`src/rtl/pong_pkg.sv`:
```
// Shared types and constants for the pong engine: FSM encoding, palette, paddle x offsets.
package pong_pkg;

  localparam int unsigned POS_W      = 10;
  localparam int unsigned RGB_W      = 12;
  localparam int unsigned SCORE_W    = 4;
  localparam int unsigned BALL_ROW_W = 3;
  localparam int unsigned BALL_ROM_W = 8;

  typedef enum logic [1:0] {
    ST_SERVE = 2'd0,
    ST_PLAY  = 2'd1,
    ST_POINT = 2'd2,
    ST_OVER  = 2'd3
  } state_t;

  localparam logic [RGB_W-1:0] COL_PADDLE = 12'h080;
  localparam logic [RGB_W-1:0] COL_BALL   = 12'h008;
  localparam logic [RGB_W-1:0] COL_NET    = 12'h888;
  localparam logic [RGB_W-1:0] COL_BG     = 12'hFFF;
  localparam logic [RGB_W-1:0] COL_BLANK  = 12'h000;

  // Left paddle starts this many columns in; right paddle ends this many columns before H_ACTIVE.
  localparam int unsigned PADDLE_L_X   = 16;
  localparam int unsigned PADDLE_R_OFS = 17;

endpackage

```
`src/rtl/pong_ball_rom.sv`:
```
// Round 8x8 ball mask; one row of pixel enables per 3-bit row index.
module pong_ball_rom
  import pong_pkg::*;
(
  input  logic [BALL_ROW_W-1:0] row,
  output logic [BALL_ROM_W-1:0] row_data_c
);

  always_comb begin
    row_data_c = 8'hFF;
    case (row)
      3'd0:    row_data_c = 8'h3C;
      3'd1:    row_data_c = 8'h7E;
      3'd6:    row_data_c = 8'h7E;
      3'd7:    row_data_c = 8'h3C;
      default: row_data_c = 8'hFF;
    endcase
  end

endmodule

```
`src/rtl/pong_game_engine.sv`:
```
// Pong game engine: frame-tick driven ball/paddle physics, scoring FSM and registered pixel colour.
module pong_game_engine
  import pong_pkg::*;
#(
  parameter int unsigned H_ACTIVE     = 640,
  parameter int unsigned V_ACTIVE     = 480,
  parameter int unsigned PADDLE_H     = 72,
  parameter int unsigned PADDLE_W     = 4,
  parameter int unsigned PADDLE_STEP  = 4,
  parameter int unsigned BALL_SIZE    = 8,
  parameter int unsigned BALL_SPEED   = 1,
  parameter int unsigned WIN_SCORE    = 9,
  parameter int unsigned SERVE_FRAMES = 60
) (
  input  logic               clk,
  input  logic               rst,
  input  logic [POS_W-1:0]   pixel_x,
  input  logic [POS_W-1:0]   pixel_y,
  input  logic               video_on,
  input  logic [1:0]         btn_l,
  input  logic [1:0]         btn_r,
  input  logic               start,
  output logic [RGB_W-1:0]   rgb,
  output logic [SCORE_W-1:0] score_l,
  output logic [SCORE_W-1:0] score_r,
  output logic               game_over
);

  localparam int unsigned CNT_W = $clog2(SERVE_FRAMES + 1);

  localparam logic [POS_W-1:0]   BALL_X0     = POS_W'((H_ACTIVE - BALL_SIZE) / 2);
  localparam logic [POS_W-1:0]   BALL_Y0     = POS_W'((V_ACTIVE - BALL_SIZE) / 2);
  localparam logic [POS_W-1:0]   BALL_SZ     = POS_W'(BALL_SIZE);
  localparam logic [POS_W-1:0]   SPEED       = POS_W'(BALL_SPEED);
  localparam logic [POS_W-1:0]   PAD_H       = POS_W'(PADDLE_H);
  localparam logic [POS_W-1:0]   PAD_STEP    = POS_W'(PADDLE_STEP);
  localparam logic [POS_W-1:0]   PAD_TOP0    = POS_W'((V_ACTIVE - PADDLE_H) / 2);
  localparam logic [POS_W-1:0]   PAD_TOP_MIN = POS_W'(4);
  localparam logic [POS_W-1:0]   PAD_TOP_MAX = POS_W'(V_ACTIVE - 4 - PADDLE_H);
  localparam logic [POS_W-1:0]   L_COL_LO    = POS_W'(PADDLE_L_X);
  localparam logic [POS_W-1:0]   L_COL_HI    = POS_W'(PADDLE_L_X + PADDLE_W - 1);
  localparam logic [POS_W-1:0]   R_COL_HI    = POS_W'(H_ACTIVE - PADDLE_R_OFS);
  localparam logic [POS_W-1:0]   R_COL_LO    = POS_W'(H_ACTIVE - PADDLE_R_OFS - PADDLE_W + 1);
  localparam logic [POS_W-1:0]   Y_BOT_LIM   = POS_W'(V_ACTIVE - 1 - BALL_SPEED);
  localparam logic [POS_W-1:0]   X_RIGHT_LIM = POS_W'(H_ACTIVE - 1 - BALL_SPEED);
  localparam logic [POS_W-1:0]   NET_LO      = POS_W'(H_ACTIVE / 2 - 1);
  localparam logic [POS_W-1:0]   NET_HI      = POS_W'(H_ACTIVE / 2);
  localparam logic [POS_W-1:0]   TICK_Y      = POS_W'(V_ACTIVE + 1);
  localparam logic [SCORE_W-1:0] WIN         = SCORE_W'(WIN_SCORE);
  localparam logic [CNT_W-1:0]   SERVE_LAST  = CNT_W'(SERVE_FRAMES - 1);

  state_t             state_q, state_d;
  logic [CNT_W-1:0]   serve_cnt_q;
  logic [POS_W-1:0]   ball_x, ball_y, pad_l_q, pad_r_q;
  logic               dx_pos, dy_pos;
  logic               serve_dir_q, point_left_q, tick_hit_q;

  logic               tick_hit_c, tick_c;
  logic               y_ovl_l_c, y_ovl_r_c, hit_l_c, hit_r_c, edge_l_c, edge_r_c, miss_c;
  logic               dx_nxt_c, dy_nxt_c;
  logic [POS_W-1:0]   ball_right_c, x_nxt_c, y_nxt_c;
  logic [SCORE_W-1:0] score_inc_c;

  function automatic logic [POS_W-1:0] pad_next(input logic [POS_W-1:0] top,
                                                input logic [1:0]       btn);
    pad_next = top;
    case (btn)
      2'b01:   pad_next = (top >= PAD_TOP_MAX - PAD_STEP) ? PAD_TOP_MAX : top + PAD_STEP;
      2'b10:   pad_next = (top <= PAD_TOP_MIN + PAD_STEP) ? PAD_TOP_MIN : top - PAD_STEP;
      default: pad_next = top;
    endcase
  endfunction

  // Frame tick: rising edge of the (0, V_ACTIVE+1) match, so it is one cycle wide.
  assign tick_hit_c = (pixel_x == '0) && (pixel_y == TICK_Y);
  assign tick_c     = tick_hit_c && !tick_hit_q;

  // Bounce/miss evaluation on the current registered ball position.
  always_comb begin
    ball_right_c = ball_x + BALL_SZ - POS_W'(1);
    y_ovl_l_c    = (ball_y + BALL_SZ > pad_l_q) && (ball_y < pad_l_q + PAD_H);
    y_ovl_r_c    = (ball_y + BALL_SZ > pad_r_q) && (ball_y < pad_r_q + PAD_H);
    hit_l_c      = !dx_pos && (ball_x >= L_COL_LO) && (ball_x <= L_COL_HI) && y_ovl_l_c;
    hit_r_c      = dx_pos && (ball_right_c >= R_COL_LO) && (ball_right_c <= R_COL_HI) && y_ovl_r_c;
    edge_l_c     = (ball_x <= SPEED);
    edge_r_c     = (ball_x + BALL_SZ >= X_RIGHT_LIM);
    miss_c       = (edge_l_c || edge_r_c) && !(hit_l_c || hit_r_c);
    dx_nxt_c     = dx_pos;
    if (hit_l_c) dx_nxt_c = 1'b1;
    else if (hit_r_c) dx_nxt_c = 1'b0;
    dy_nxt_c     = dy_pos;
    if (ball_y <= SPEED) dy_nxt_c = 1'b1;
    else if (ball_y + BALL_SZ >= Y_BOT_LIM) dy_nxt_c = 1'b0;
    x_nxt_c      = dx_nxt_c ? ball_x + SPEED : ball_x - SPEED;
    y_nxt_c      = dy_nxt_c ? ball_y + SPEED : ball_y - SPEED;
    score_inc_c  = (point_left_q ? score_l : score_r) + SCORE_W'(1);
  end

  always_comb begin
    state_d = state_q;
    case (state_q)
      ST_SERVE: if (tick_c && serve_cnt_q == SERVE_LAST) state_d = ST_PLAY;
      ST_PLAY:  if (tick_c && miss_c) state_d = ST_POINT;
      ST_POINT: state_d = (score_inc_c == WIN) ? ST_OVER : ST_SERVE;
      ST_OVER:  if (start) state_d = ST_SERVE;
      default:  state_d = ST_SERVE;
    endcase
  end

  always_ff @(posedge clk or negedge rst) begin
    if (!rst) state_q <= ST_SERVE;
    else      state_q <= state_d;
  end

  always_ff @(posedge clk or negedge rst) begin
    if (!rst) begin
      tick_hit_q   <= 1'b0;
      serve_cnt_q  <= '0;
      ball_x       <= BALL_X0;
      ball_y       <= BALL_Y0;
      dx_pos       <= 1'b1;
      dy_pos       <= 1'b1;
      serve_dir_q  <= 1'b1;
      point_left_q <= 1'b0;
      pad_l_q      <= PAD_TOP0;
      pad_r_q      <= PAD_TOP0;
      score_l      <= '0;
      score_r      <= '0;
      game_over    <= 1'b0;
    end else begin
      tick_hit_q <= tick_hit_c;
      game_over  <= (state_d == ST_OVER);
      if (tick_c && state_q != ST_OVER) begin
        pad_l_q <= pad_next(pad_l_q, btn_l);
        pad_r_q <= pad_next(pad_r_q, btn_r);
      end
      case (state_q)
        ST_SERVE: begin
          if (tick_c) begin
            if (serve_cnt_q == SERVE_LAST) begin
              serve_cnt_q <= '0;
              dx_pos      <= serve_dir_q;
              dy_pos      <= 1'b1;
            end else begin
              serve_cnt_q <= serve_cnt_q + CNT_W'(1);
            end
          end
        end
        ST_PLAY: begin
          if (tick_c) begin
            if (miss_c) begin
              // The loser of this point receives the next serve.
              point_left_q <= edge_r_c;
              serve_dir_q  <= edge_r_c;
            end else begin
              ball_x <= x_nxt_c;
              ball_y <= y_nxt_c;
              dx_pos <= dx_nxt_c;
              dy_pos <= dy_nxt_c;
            end
          end
        end
        ST_POINT: begin
          if (point_left_q) score_l <= score_inc_c;
          else              score_r <= score_inc_c;
          if (score_inc_c != WIN) begin
            ball_x      <= BALL_X0;
            ball_y      <= BALL_Y0;
            serve_cnt_q <= '0;
          end
        end
        ST_OVER: begin
          if (start) begin
            score_l     <= '0;
            score_r     <= '0;
            ball_x      <= BALL_X0;
            ball_y      <= BALL_Y0;
            serve_cnt_q <= '0;
            serve_dir_q <= 1'b1;
          end
        end
        default: ;
      endcase
    end
  end

  logic [BALL_ROM_W-1:0] rom_data_c;
  logic [POS_W-1:0]      dx_pix_c, dy_pix_c;
  logic                  in_ball_c, ball_px_c, paddle_px_c, net_px_c;

  assign dx_pix_c = pixel_x - ball_x;
  assign dy_pix_c = pixel_y - ball_y;

  pong_ball_rom u_ball_rom (
    .row        (BALL_ROW_W'(dy_pix_c)),
    .row_data_c (rom_data_c)
  );

  always_comb begin
    in_ball_c   = (pixel_x >= ball_x) && (pixel_x < ball_x + BALL_SZ) &&
                  (pixel_y >= ball_y) && (pixel_y < ball_y + BALL_SZ);
    ball_px_c   = in_ball_c && rom_data_c[BALL_ROW_W'(dx_pix_c)];
    paddle_px_c = ((pixel_x >= L_COL_LO) && (pixel_x <= L_COL_HI) &&
                   (pixel_y >= pad_l_q) && (pixel_y < pad_l_q + PAD_H)) ||
                  ((pixel_x >= R_COL_LO) && (pixel_x <= R_COL_HI) &&
                   (pixel_y >= pad_r_q) && (pixel_y < pad_r_q + PAD_H));
    net_px_c    = (pixel_x >= NET_LO) && (pixel_x <= NET_HI) && !pixel_y[4];
  end

  always_ff @(posedge clk or negedge rst) begin
    if (!rst)             rgb <= COL_BLANK;
    else if (!video_on)   rgb <= COL_BLANK;
    else if (paddle_px_c) rgb <= COL_PADDLE;
    else if (ball_px_c)   rgb <= COL_BALL;
    else if (net_px_c)    rgb <= COL_NET;
    else                  rgb <= COL_BG;
  end

endmodule
```
`config.mk`:
```
export PLATFORM = sky130hd
export DESIGN_NAME = pong_game_engine
export DESIGN_NICKNAME = d
export VERILOG_FILES = /design/src/rtl/pong_pkg.sv /design/src/rtl/pong_ball_rom.sv /design/src/rtl/pong_game_engine.sv
export SDC_FILE = /design/constraint.sdc
export NUM_CORES = 1
export LEC_CHECK = 0
export CORE_UTILIZATION = 35
export CTS_BUF_LIST = sky130_fd_sc_hd__clkbuf_4 sky130_fd_sc_hd__clkbuf_8
export DETAILED_ROUTE_END_ITERATION = 7
export PLACE_DENSITY = 0.62
export REMOVE_ABC_BUFFERS = 1
export SYNTH_ARGS = -nofsm -noshare
export SYNTH_HDL_FRONTEND = slang
export SYNTH_SLANG_ARGS = --single-unit
```
`constraint.sdc`:
```
create_clock -name clk -period 4.3 [get_ports clk]
set_clock_uncertainty 0.15 [all_clocks]
set_input_delay 0.43 -clock clk [delete_from_list [all_inputs] [get_ports clk]]
set_output_delay 0.43 -clock clk [all_outputs]
set_load 0.02 [all_outputs]
```
==> metrics.txt <==
placed insts around 1200; post-synthesis sequential area ratio a little over a fifth; Non-Filler Instances around 1200; Worst Path Arrival 4.26 ns; initial antenna violation count 0; Die ar. 0.0211 mm²; Final Cell Area 0.00838 mm²; vias in the first global route roughly 6400; Relative slew margins approximately 48%; fin crit share a little over nine tenths; std cell rows 52; hold crit path type flip-flop to flip-flop; met3 Track Usage GR 2.77%; actual slew at the worst max-slew pin 0.786 ns; main combinational cell family by area after synthesis adder cells; vias per cell 5.49; fin crit period just over 4 ns; multi-input gate area in the final layout 0.00522 mm²; Synth Area per Inst 8.23 µm²; Vias ~6700; Final GP Congestion between 0.8 and 0.9; M2 GR Usage 33.3%; Max Fclk about 240 MHz; pin count of the biggest net entering global routing about 40; DRT antenna net count 0; CTS tree yes; kind of critical path flip-flop to flip-flop; Worst Path Required ~4.4 ns; max-cap violation count 0; grt ovf 0; Cells after Synth 873; pwr/cell area between 150 and 200 mW/mm²; Tot GR Track Use approximately a fifth; leakage power approximately 3.7 nW; routed wire length per instance approximately 17 µm; Iter 0 DRT Violations between 500 and 600; Worst Setup End Kind flip-flop; Vert. Die Dim between 100 and 150 µm; sum of negative setup slack 0 ns; multiplexer area fraction after synthesis 2.42%; Top Ports slightly below 50; layout cell share with drive strength beyond 1 roughly an eighth; outcome complete, no violations; Post-Synth Simple-Gate Area around a fifth; Post-Synth Adder-Cell Area between 20% and 30%; DP HPWL 16.0 mm; asr flop ratio synth between 90% and 100%; peak-usage layer in the global routing report met2; placed inst area between 0.008 and 0.009 mm²; fin. max-slew vios 0; CTS Sinks 62; post-synthesis compound-gate area fraction roughly 21%; # DRC 0; Antenna Cells 0; input/output buffers 48; post-synthesis xor/xnor area fraction approximately 4.4%; crit path launch type flip-flop; worst hold slack between 0.3 and 0.4 ns; Post CTS Setup Buffer Count 0; maximum clock insertion buffer count 2; M1 GR Usage between 20% and 30%; clk slew on worst S/H paths about 0.080 ns; Pre-antenna DRT Iters 6; Area Growth Syn to Fin 16.6%; Crit Path Max Fanout 7; Initial Utilization around 36%; global-route wire length before repair 33.6 mm; utilization after layout between 40% and 50%; CTS root buffer clkbuf_8; CTS Buf Count 9; Synth Flop Type dfrtp_1; register area 0.00158 mm²; Core ar. approximately 0.020 mm²; clk_lat worst skew roughly 0.38 ns; Synth Register Bits 62; Max IR drop VDD around 120 µV; CTS HTree Levels 3; synth unique cells 76; nets approximately 1100; yosys warns 0; Post-synth EDFFs 0; fill count approximately 2000; Post-Syn Area between 0.007 and 0.008 mm²; final WL about 20 mm; # setup viols final 0; die width between 100 and 150 µm; Fin. Hold Viols 0
-- routing by layer --
layer	wire length, µm	vias to the layer above
met3	845	25
met1	9680	3192
met2	9660	151
li1	-	3312
met4	312	0
met5	0	-
-- cells by family after synthesis --
kind of cell	after synthesis
buf+inv	102
xor+xnor	35
mux	17
flops	62
compound gates	246
fa+ha+maj	134
simple gates	277
-- placed cells by master (no fill, tap or decap), types with 36 or more instances in the layout --
cell type / Yosys / routed
ha_1: 132 / 131
nand2_1: 69 / 69
o21ai_0: 68 / 68
a21oi_1: 64 / 63
inv_1: 63 / 62
nor2_1: 49 / 49
clkdlybuf4s50_1: 0 / 47
buf_4: 8 / 44
dfrtp_1: 41 / 41
nand3_1: 36 / 36
-- timing repair --
action,in CTS,in global routing
gates resized for setup,1,7
setup endpoints to repair,8,8
hold buffers,1,0
pin swaps,0,5
endpoints found under the hold margin,11,0
gates cloned,0,1
-- final timing paths --
path                                   from           to  slack [ns]  cells past startpoint
worst max-delay path              ball_y[3]    ball_y[4]        0.18                     15
worst min-delay path            serve_dir_q  serve_dir_q        0.35                      2
worst max register to register    ball_y[3]    ball_y[4]        0.18                     15
worst min register to register  serve_dir_q  serve_dir_q        0.35                      2
max in group asynchronous               rst    ball_y[2]        2.55                      3
min in group asynchronous               rst       rgb[3]        0.43                      2
-- power by group --
part / internal [mW] / switching, mW / total [mW] / leakage (nW)
logic: 0.0810 / 0.0908 / 0.172 / 2.84
registers: 0.586 / 0.00160 / 0.588 / 0.758
clock network: 0.228 / 0.288 / 0.516 / 0.0889
total: 0.895 / 0.380 / 1.28 / 3.69
-- layout make-up --
cell class	instances	area share (%)
Timing Repair Buffer	93	9.74
Inverter	66	2.96
Clock inverter	6	0.552
Tap cell	270	4.03
Clock buffer	10	1.64
Multi-Input combinational cell	710	62.3
Sequential cell	62	18.8
-- worst max-delay path, stage by stage (launching register included) --
cell	delay, ns
dfstp_2	0.54
ha_1	0.16
nand2_1	0.07
or3_4	0.35
xnor2_2	0.19
inv_2	0.08
ha_4	0.21
nand2_1	0.07
nor2_1	0.06
a2111o_1	0.35
or4_4	0.53
a211oi_4	0.34
nor3_4	0.11
or3_4	0.39
or3_1	0.35
o21ai_1	0.09
-- registers in the layout (all words and copies together), names as in the netlist, 2 cells and up --
| register | cells |
|---|---|
| ball_x | 10 |
| ball_y | 10 |
| pad_l_q | 8 |
| pad_r_q | 8 |
| serve_cnt_q | 6 |
| rgb | 4 |
| score_l | 4 |
| score_r | 4 |
| state_q | 2 |
-- cell usage after synthesis (16+ instances only) --
library cell,count,area (µm²)
clkbuf_1,18,67.6
a21oi_1,64,320
nor2_1,49,184
nand3_1,36,180
ha_1,132,1650
nand2_1,69,259
o21ai_0,68,340
nor3_1,25,125
dfstp_2,21,552
dfrtp_1,41,1030
inv_1,63,236
xnor2_1,28,245
o21a_1,16,120
-- stage by stage --
stage          power [mW]  setup slack [ns]
6_report             1.28             0.179
5_1_grt              1.33          -0.00780
4_1_cts              1.30            0.0847
3_5_place_dp        0.771            -0.153
3_3_place_gp        0.770            -0.149
2_1_floorplan       0.674            0.0762
Power figures use the tool's default switching activity.
